`config.mk`:
```
export PLATFORM = sky130hd
export DESIGN_NAME = seq_cmp
export DESIGN_NICKNAME = d
export VERILOG_FILES = /design/src/rtl/count_chk_pkg.sv /design/src/rtl/seq_cmp.sv
export SDC_FILE = /design/constraint.sdc
export NUM_CORES = 1
export LEC_CHECK = 0
export BUFFER_PORTS_ARGS = -buffer_cell sky130_fd_sc_hd__buf_2
export CAP_MARGIN = 40
export CORE_AREA = 5 5 42 44
export DETAILED_ROUTE_END_ITERATION = 7
export DIE_AREA = 0 0 47 49
export PLACE_DENSITY = 0.41
export SLEW_MARGIN = 20
export SYNTH_ARGS = -nofsm -noshare
export SYNTH_HDL_FRONTEND = slang
export SYNTH_SLANG_ARGS = --single-unit
```
`constraint.sdc`:
```
create_clock -name vclk -period 1
set_input_delay 0.1 -clock vclk [all_inputs]
set_output_delay 0.1 -clock vclk [all_outputs]
set_load 0.03 [all_outputs]
```
`src/rtl/count_chk_pkg.sv`:
```
// Shared definitions for the counter sequence checker: FSM encoding and
// default parameter values.
package count_chk_pkg;

    typedef enum logic [1:0] {
        IDLE   = 2'd0,
        SYNC   = 2'd1,
        LOCKED = 2'd2
    } state_t;

    localparam int DEF_WIDTH    = 4;
    localparam int DEF_LOCK_LEN = 3;
    localparam int DEF_CNT_W    = 8;

endpackage

```
`src/rtl/seq_cmp.sv`:
```
// Combinational good-sample test: q must be prev+1 (modulo) and qbar its
// exact bitwise complement; also flags the max-to-zero step.
module seq_cmp
    import count_chk_pkg::*;
#(
    parameter int WIDTH = DEF_WIDTH
) (
    input  logic [WIDTH-1:0] i_prev,
    input  logic [WIDTH-1:0] i_q,
    input  logic [WIDTH-1:0] i_qbar,
    output logic             o_good,
    output logic             o_wrap
);

    logic [WIDTH-1:0] w_expected;

    assign w_expected = i_prev + WIDTH'(1);
    // One combined flag so a complement fault on a correct count is one error.
    assign o_good     = (i_q == w_expected) && (i_qbar == ~i_q);
    assign o_wrap     = o_good && (i_prev == '1);

endmodule

```
Word level (Yosys, flattened, before mapping)
Index checks and enable logic that the tools add are counted.
{"block": "word_totals", "out_inout_bits": 2, "elab_cells": 7, "regBits": 0}
{"block": "op_classes", "n_reduce_logical": 2, "add_sub_neg": 1, "n_eq_ne": 3, "bitwise_logic": 1}
{"cell": "== test 4 bit", "count": 2}
{"cell": "adder 4 x 1 -> 4 bit, second input constant", "count": 1}
{"cell": "== test 4 bit, second input constant", "count": 1}
{"cell": "NOT 4 bit", "count": 1}
{"cell": "logical AND 1 bit", "count": 2}

Longest topological paths before layout
{"block": "logic_depth", "ltp_word": 4, "depth_mapped": 4, "mapped_depth_nobuf": 4}

Worst setup path after synthesis
Ideal clock, no wire load.
{"block": "synth_timing", "kind": "input to output", "start": "input port i_prev[0]", "end": "output port o_wrap", "cell_stages": 4, "arrival_ns": 1.410, "path_slack_ns": -0.510, "n_path_buf": 0, "cell_sequence": "ha_1 -> nor3b_1 -> o2111ai_1 -> nor3_1"}
{"block": "synth_via", "elab_chain_cells": 4}
{"element": "start, declared", "line": "seq_cmp.sv:8", "rtl": "input logic [WIDTH-1:0] i_prev,"}
{"element": "adder 4 x 1 -> 4 bit", "line": "seq_cmp.sv:17", "rtl": "assign w_expected = i_prev + WIDTH'(1);"}
{"element": "== test 4 bit", "line": "seq_cmp.sv:19", "rtl": "assign o_good = (i_q == w_expected) && (i_qbar == ~i_q);"}
{"element": "logical AND 1 bit", "line": "seq_cmp.sv:19"}
{"element": "logical AND 1 bit *", "line": "seq_cmp.sv:20", "rtl": "assign o_wrap = o_good && (i_prev == '1);"}
{"element": "end, declared", "line": "seq_cmp.sv:12", "rtl": "output logic o_wrap"}
Mark *: on every way between the ends. The rest lies on a longest branch, timed or not.

Worst setup path after layout
{"block": "layout_timing", "start": "input port i_prev[0]", "end": "output port o_good"}
{"block": "layout_via", "elab_chain_cells": 3}
{"element": "adder 4 x 1 -> 4 bit", "line": "seq_cmp.sv:17"}
{"element": "== test 4 bit", "line": "seq_cmp.sv:19"}
{"element": "logical AND 1 bit", "line": "seq_cmp.sv:19"}
{"element": "end, declared", "line": "seq_cmp.sv:11", "rtl": "output logic o_good,"}
Every way passes these cells.

==> flow_summary.json <==
{
  "outcome": "finished, violations left",
  "violations": "setup timing",
  "wl_per_cell_um": 10.1,
  "dieHeight_um": 49,
  "vias_per_cell": 3.94,
  "critical_path_arrival_ns": 1.17,
  "post-route-period-util_pct": 127,
  "area_delta_synth_final_pct": 130,
  "crit_type": "in -> out",
  "first_iter_violations": 0,
  "critPathRequiredTime_ns": 0.90,
  "avgSynthCellArea_um2": 8.41,
  "regArea_um2": 0,
  "endpoint_kind": "primary output",
  "grt_pass1_wl_um": 924,
  "leakage_nw": 0.152,
  "n_sequential_cell": 0,
  "max_stage_delay_ns": 0.29,
  "fin_area_um2": 348,
  "die-area_um2": 2300,
  "slowest_stage": "o211ai_1",
  "gp_congestion": 0.680,
  "core-area_um2": 1400,
  "hold_viol_final": 0,
  "rsz0062_at_grt": "yes",
  "port_buffers": 14,
  "synth_cell_type_count": 12,
  "drtPass1Iterations": 1,
  "fp.dieW_um": 47,
  "netlist_instances": 18,
  "setup_ws_ns": -0.270,
  "overflow": 0,
  "drt-total-wl_um": 524,
  "drc_errors": 0,
  "via_count": 205,
  "crit_fanout": 2,
  "antenna_found_initial": 0,
  "pre_cts_ws_ns": -0.413,
  "setup_viol": 2,
  "rows": 14,
  "clkbuf_count": 0,
  "ios": 14,
  "multi_input_area_um2": 203,
  "cp_top_family": "compound AO/OA/AOI/OAI gates",
  "netlist_area_um2": 151,
  "start_kind": "primary input",
  "place_area_um2": 309,
  "maxSlewHeadroom_pct": 70.1,
  "finalNetCount": 51,
  "clock.fmax_mhz": 787,
  "grt_max_degree": 4,
  "grt_pass1_vias": 248,
  "worstHoldPathType": "in -> out",
  "drive_gt1_share_pct": 66.7,
  "irDropWorstVdd_v": 0.000124,
  "ys_warn_count": 0,
  "worstPathCellList": "buf_8 -> ha_4 -> and3b_2 -> o211ai_1 -> nor4_4 -> buf_4",
  "syn-num-nets": 31,
  "maxCapViolCount": 0,
  "whs_ns": 0.643,
  "slew_violations": 0,
  "min_period_ns": 1.27,
  "worst_pin_slew_ns": 0.445,
  "diodes": 0,
  "ctsHoldBuffers": 0,
  "grtUsageTotal_pct": 4.91,
  "initial_core_util_pct": 10.8,
  "power.density_nw_per_um2": 388,
  "post-cts-setup-buffer-count": 0,
  "final_antenna_net_count": 0,
  "crit_buf_inv": 2,
  "synth_seq_area_share_pct": 0,
  "num-fill-cells": 161
}
repair_timing:
| action | in CTS | in global routing |
|---|---|---|
| resized for setup | 7 | 3 |
| pin swaps | 3 | 1 |
| setup endpoints to repair | 2 | 2 |
report_power, final:
group          leakage (nW)  switching, mW  internal, mW
combinational         0.152         0.0654        0.0697
sequential                0              0             0
clock                     0              0             0
total                 0.152         0.0654        0.0697
per-stage QoR:
stage	setup TNS (ns)	util [%]	power (mW)	std cells
3_5_place_dp	-0.793	22.1	0.121	52
6_report	-0.527	24.8	0.135	52
2_1_floorplan	-0.319	-	0.0659	18
4_1_cts	-0.552	24.0	0.129	52
5_1_grt	-0.642	24.8	0.148	52
3_3_place_gp	-0.783	22.1	0.121	52
cell usage in the layout, fill, tap and decap left out:
master / count
and4b_1: 1
buf_6: 2
buf_8: 1
ha_4: 1
and3b_2: 1
o211ai_1: 1
buf_2: 10
buf_4: 5
xor2_1: 5
nand3_1: 1
o2111ai_2: 1
nand2_1: 1
nor3b_4: 1
nor4_4: 1
xnor2_1: 3
nor3_4: 1
final cells by class:
| cell class | instances | share of cell area, % |
|---|---|---|
| multi-input combinational | 18 | 58.3 |
| timing repair buffer | 18 | 36.0 |
| tap | 16 | 5.76 |
cell families after synthesis:
group | Yosys count | synth area share, %
xor+xnor | 8 | 46.3
simple gates | 7 | 34.7
compound gates | 2 | 10.7
fa+ha+maj | 1 | 8.26
tightest hold or removal path: stages:
cell       delay, ns
buf_2           0.08
xor2_1          0.08
o2111ai_2       0.11
nor3_4          0.04
buf_6           0.13
path summary, 6_finish.rpt:
path / start / endpoint / slack (ns) / cells after the start
worst max-delay path: i_prev[0] / o_good / -0.27 / 6
worst min-delay path: i_qbar[3] / o_wrap / 0.64 / 5
layer usage:
| metal | global-route usage, % | vias to the layer above | wire, um |
|---|---|---|---|
| li1 | - | 106 | - |
| met1 | 6.09 | 87 | 230 |
| met2 | 8.82 | 12 | 235 |
| met3 | 1.11 | 0 | 58 |
| met4 | 0 | 0 | 0 |
| met5 | 0 | - | 0 |
cell usage after synthesis:
cell type | instances | area (um2)
nor4_2 | 1 | 12.5
nand2_1 | 1 | 3.75
o2111ai_1 | 1 | 8.76
nor3b_1 | 1 | 7.51
o211ai_1 | 1 | 7.51
xnor2_1 | 3 | 26.3
ha_1 | 1 | 12.5
nor3_1 | 1 | 5.00
and3b_1 | 1 | 8.76
and4b_1 | 1 | 10.0
xor2_1 | 5 | 43.8
nand3_1 | 1 | 5.00
Power figures use the tool's default switching activity.
